## config.mk

```make
export PLATFORM = sky130hd
export DESIGN_NAME = soc_system_sysid_timeout_cnt
export DESIGN_NICKNAME = d
export VERILOG_FILES = /design/src/rtl/soc_system_sysid_pkg.sv /design/src/rtl/soc_system_sysid_timeout_cnt.sv
export SDC_FILE = /design/constraint.sdc
export NUM_CORES = 1
export LEC_CHECK = 0
export BUFFER_PORTS_ARGS = -buffer_cell sky130_fd_sc_hd__buf_2
export CORE_UTILIZATION = 30
export DETAILED_ROUTE_END_ITERATION = 8
export HOLD_SLACK_MARGIN = 0.02
export MAX_ROUTING_LAYER = met4
export PLACE_DENSITY = 0.61
export SLEW_MARGIN = 20
export SYNTH_ARGS = -nofsm -noshare
export SYNTH_HDL_FRONTEND = slang
export SYNTH_SLANG_ARGS = --single-unit
```

## constraint.sdc

```tcl
create_clock -name clk -period 2.3 [get_ports clk]
set_input_delay 0.23 -clock clk [delete_from_list [all_inputs] [get_ports clk]]
set_output_delay 0.23 -clock clk [all_outputs]
set_load 0.02 [all_outputs]
```

## src/rtl/soc_system_sysid_pkg.sv

```systemverilog
// Shared types and constants for the system-ID checker: FSM states,
// sysid slave word addresses and the default expected image identity.
package soc_system_sysid_pkg;

    typedef enum logic [2:0] {
        IDLE  = 3'd0,
        ARM   = 3'd1,
        RD_ID = 3'd2,
        WT_ID = 3'd3,
        RD_TS = 3'd4,
        WT_TS = 3'd5,
        DONE  = 3'd6
    } sysid_state_e;

    localparam logic SYSID_ADDR_ID = 1'b0;
    localparam logic SYSID_ADDR_TS = 1'b1;

    localparam logic [31:0] SYSID_DEFAULT_ID = 32'hACD51314;
    localparam logic [31:0] SYSID_DEFAULT_TS = 32'h5A7C8CA7;

    function automatic logic word_differs(input logic [31:0] got, input logic [31:0] want);
        return (got != want);
    endfunction

endpackage

```

## src/rtl/soc_system_sysid_timeout_cnt.sv

```systemverilog
// 16-bit up-counter with synchronous clear, load and enable, flagging when
// the count equals a terminal value.
module soc_system_sysid_timeout_cnt
    import soc_system_sysid_pkg::*;
(
    input  logic        clk,
    input  logic        rst_n,
    input  logic        clr,
    input  logic        load,
    input  logic [15:0] load_val,
    input  logic        en,
    input  logic [15:0] tc_val,
    output logic        tc
);

    logic [15:0] cnt_q;
    logic [15:0] cnt_d;

    // Next count: clear beats load beats increment.
    always_comb begin
        cnt_d = cnt_q;
        if (clr) begin
            cnt_d = 16'd0;
        end else if (load) begin
            cnt_d = load_val;
        end else if (en) begin
            cnt_d = cnt_q + 16'd1;
        end else begin
            cnt_d = cnt_q;
        end
    end

    // Count register.
    always_ff @(posedge clk or negedge rst_n) begin
        if (!rst_n) begin
            cnt_q <= 16'd0;
        end else begin
            cnt_q <= cnt_d;
        end
    end

    assign tc = (cnt_q == tc_val);

endmodule

```

* Yosys cells after proc, flatten, opt, wreduce, memory -nomap -nowiden *
Cells that the tools add are included.

word-level totals
  register bits = 16
  logic and storage cells = 7
  input bits = 37
  output and inout bits = 1

operators by class
  mux-type cells = 3
  reduce and logical (&&, ||, !) cells = 1
  eq/ne operators = 1
  add/sub/neg operators = 1

operator list
  operator                                       number
  two-way mux 16 bit                             3
  adder 16 x 1 -> 16 bit, second input constant  1
  == test 16 bit                                 1
  nonzero test 3 bit                             1

* Depth between registers and ports, before layout *
  depth in word-level cells = 4
  depth in mapped cells = 5
  mapped depth without buffers = 5

* Worst setup path before layout *
Ideal clock, no wire load.

  path kind = register -> output
  start = register cnt_q[2]
  end = output tc
  arrival = 1.450 ns
  required time = 2.070 ns
  buffers on the path = 1
  cell stages (with the launch flop) = 5
  setup slack = 0.620 ns
  cell sequence = dfrtp_1 clkbuf_2 xnor2_1 nand4_1 nor4_1

on the way
  longest elaborated chain between the ends = 1

RTL lines
  what                      line                                source
  start: declaration        soc_system_sysid_timeout_cnt.sv:16  logic [15:0] cnt_q;
  start signal: assignment  soc_system_sysid_timeout_cnt.sv:38  cnt_q <= cnt_d;
  == test 16 bit            soc_system_sysid_timeout_cnt.sv:42  assign tc = (cnt_q == tc_val);
  end: declaration          soc_system_sysid_timeout_cnt.sv:13  output logic tc

Every way passes these cells.

* Final worst setup path *
  start = register cnt_q[10]
  end = output tc

Same word-level chain as after synthesis.

==> impl_metrics.py <==
metrics = {
    "logic_synthesis": {
        "yosysSeqAreaShare": 0.327,
        "syn-num-nets": 172,
        "ys_ff_latch": 16,
        "synthCells": 134,
        "yosysWarnings": 0,
        "synth_top_area_frac": 0.327,
        "syn_avg_cell_area_sq_um": 9.15,
        "synth_cell_type_count": 34,
        "synthTopCellsByArea": "dfrtp_1, xnor2_1, a21oi_1, xor2_1, o21a_1",
        "syn_area_sq_um": 1230,
        "synth_largest_area_cell": "dfrtp_1",
    },
    "clock_tree": {
        "cts.sinks": 16,
        "clock_latency_ps": 260,
        "h-tree-depth": 1,
        "cts-root-buf": "clkbuf_8",
        "cts_resized": 0,
        "cts_tree": "done",
        "clockBufferDepth": 2,
        "cts_setup_buffers": 0,
        "cts_buffers": 3,
        "path_clk_slew_ps": 60,
    },
    "route": {
        "vias_per_cell": 4.74,
        "drtIter0Drc": 42,
        "vias": 1023,
        "first_pass_iters": 4,
        "wl_per_cell_um": 12.7,
        "ant_nets": 0,
        "drc_errors": 0,
        "routed_wl_mm": 2.75,
    },
    "worst_hold_path": {
        "whs_path_depth": 3,
        "hp-class": "in -> reg",
    },
    "sta": {
        "rsz0062_at_grt": "false",
        "maxClockFrequency_mhz": 553,
        "skew_ps": 2.77,
        "tightest_slew_ps": 582,
        "final_hold_viol_count": 0,
        "maxSlewViolCount": 0,
        "setup-violations-final": 0,
        "tns_ps": 0,
        "whs_ps": 214,
        "min_period_ps": 1810,
        "period_share": 0.787,
        "relSlewSlack": 0.612,
    },
    "power_and_ir_drop": {
        "ir_drop_uv": 175,
        "p_clk_frac": 0.351,
        "pwr-share-comb": 0.192,
        "intPower_mw": 0.525,
        "leakagePower_nw": 0.669,
        "swShare": 0.272,
        "power_switching_mw": 0.196,
        "power_density_nw_per_um2": 488,
        "power_frac_seq": 0.457,
    },
    "global_route": {
        "antenna_found_initial": 0,
        "grt-ovfl-total": 0,
        "grt_first_pass_wirelength_mm": 4.57,
        "gr-usage-all-layers": 0.145,
        "grt_max_degree": 32,
        "grt_pass1_vias": 1015,
    },
    "die": {
        "die-area_sq_um": 4350,
        "rows": 22,
        "die_w_um": 65.9,
        "core_area_sq_um": 3800,
        "die_h_um": 65.9,
        "start_util": 0.323,
        "ios": 38,
    },
    "final_layout": {
        "top_regs": "cnt_q: 16 flops",
        "final_cell_mix": "buf_2, xnor2_1, dfrtp_1",
        "largest_register_ff_count": 16,
        "regMostFlops": "cnt_q",
        "area_growth_pct": 20.4,
        "regArea_sq_um": 400,
        "drive_gt1_frac": 0.298,
        "n_antenna_cell": 0,
        "nFillCells": 395,
        "layout_commonest_cell": "buf_2",
        "fin_nets": 207,
        "multi_input_area_sq_um": 724,
    },
    "placement": {
        "portBuffers": 37,
        "dp_hpwl_mm": 2.02,
        "gp_congestion": 0.769,
    },
    "critical_path": {
        "path_max_fanout": 4,
        "crit_required_ps": 2070,
        "cp-end-kind": "primary output",
        "cp.arrival_ps": 1580,
        "crit_type": "reg -> out",
        "startpoint_type": "flip-flop",
        "rr_worst_depth": 5,
    },
    "run_status": {
        "status": "finished clean",
    },
    "flow_run": {
        "maxCapViolCount": 0,
    },
}
## layer usage
| metal | global-route usage | routed length, um | vias to the layer above |
|---|---|---|---|
| met2 | 0.230 | 1300 | 24 |
| met1 | 0.176 | 1280 | 456 |
| met5 | - | 0 | - |
| met3 | 0.0207 | 96 | 7 |
| li1 | - | - | 536 |
| met4 | 0.0771 | 71 | 0 |
## worst paths after layout
check	from	to	slack [ps]
setup / recovery	cnt_q[10]	tc	490
hold / removal	load_val[1]	cnt_q[1]	210
setup reg to reg	cnt_q[0]	cnt_q[6]	600
hold reg to reg	cnt_q[13]	cnt_q[13]	670
max in group asynchronous	rst_n	cnt_q[2]	1590
min in group asynchronous	rst_n	cnt_q[5]	440
## repair_timing
action                                  in CTS  in global routing
endpoints found under the setup margin       0                  0
hold buffers                                 1                  0
endpoints found under the hold margin       16                  0
## through the flow
stage / util / worst slack [ps] / instances / power [mW] / area, sq um
2_1_floorplan: - / 620 / 134 / 0.422 / 1230
3_3_place_gp: 0.372 / 660 / 211 / 0.474 / 1410
3_5_place_dp: 0.372 / 621 / 211 / 0.474 / 1410
4_1_cts: 0.389 / 500 / 216 / 0.729 / 1480
5_1_grt: 0.389 / 397 / 216 / 0.758 / 1480
6_report: 0.389 / 490 / 216 / 0.721 / 1480
## critical path, stage by stage (launching register included)
cell and delay [ps]:
dfrtp_1 430, xnor2_1 220, nand4_1 130, nor4_1 320, buf_2 220
## Yosys cell counts
master,instances
nor2_1,8
nand3_2,1
buf_4,1
nor4_1,3
a21oi_1,11
clkbuf_1,3
nand4_4,1
xor2_1,6
a2111oi_2,2
o31a_1,1
nor4_2,1
dfrtp_1,16
clkbuf_2,1
nor3_1,5
a31oi_1,1
nand4_2,2
and3b_2,1
o21ai_0,2
nand3_1,3
o21a_1,6
nand2_1,7
a211oi_1,1
buf_6,2
clkbuf_8,1
xnor2_1,20
a21o_1,2
ha_1,1
or3_1,2
mux2i_1,4
nand4_1,5
and4b_1,1
and4_1,1
inv_1,11
nor3_2,1
## final cells by class
type                            count  area share
Inverter                           11      0.0280
Tap cell                           48      0.0407
Timing Repair Buffer               38       0.132
Sequential cell                    16       0.271
Clock buffer                        4      0.0373
Multi-Input combinational cell     99       0.491
## power by group through the flow
stage | Sequential (mW) | Combinational, mW | Clock, mW
final | 0.330 | 0.138 | 0.253
after global routing | 0.333 | 0.156 | 0.269
after floorplan | 0.324 | 0.0979 | 0
after global placement | 0.334 | 0.140 | 0
after CTS | 0.329 | 0.141 | 0.259
after detailed placement | 0.335 | 0.139 | 0
## logic make-up after synthesis
logic type / Yosys count / share of synthesized area
AND/OR/NAND/NOR: 42 / 0.217
multiplexers: 4 / 0.0327
AO/OA/AOI/OAI: 26 / 0.145
XOR/XNOR: 26 / 0.186
adder cells (fa/ha/maj): 1 / 0.0102
buffers and inverters: 19 / 0.0826
flip-flops: 16 / 0.327
Power figures use the tool's default switching activity.
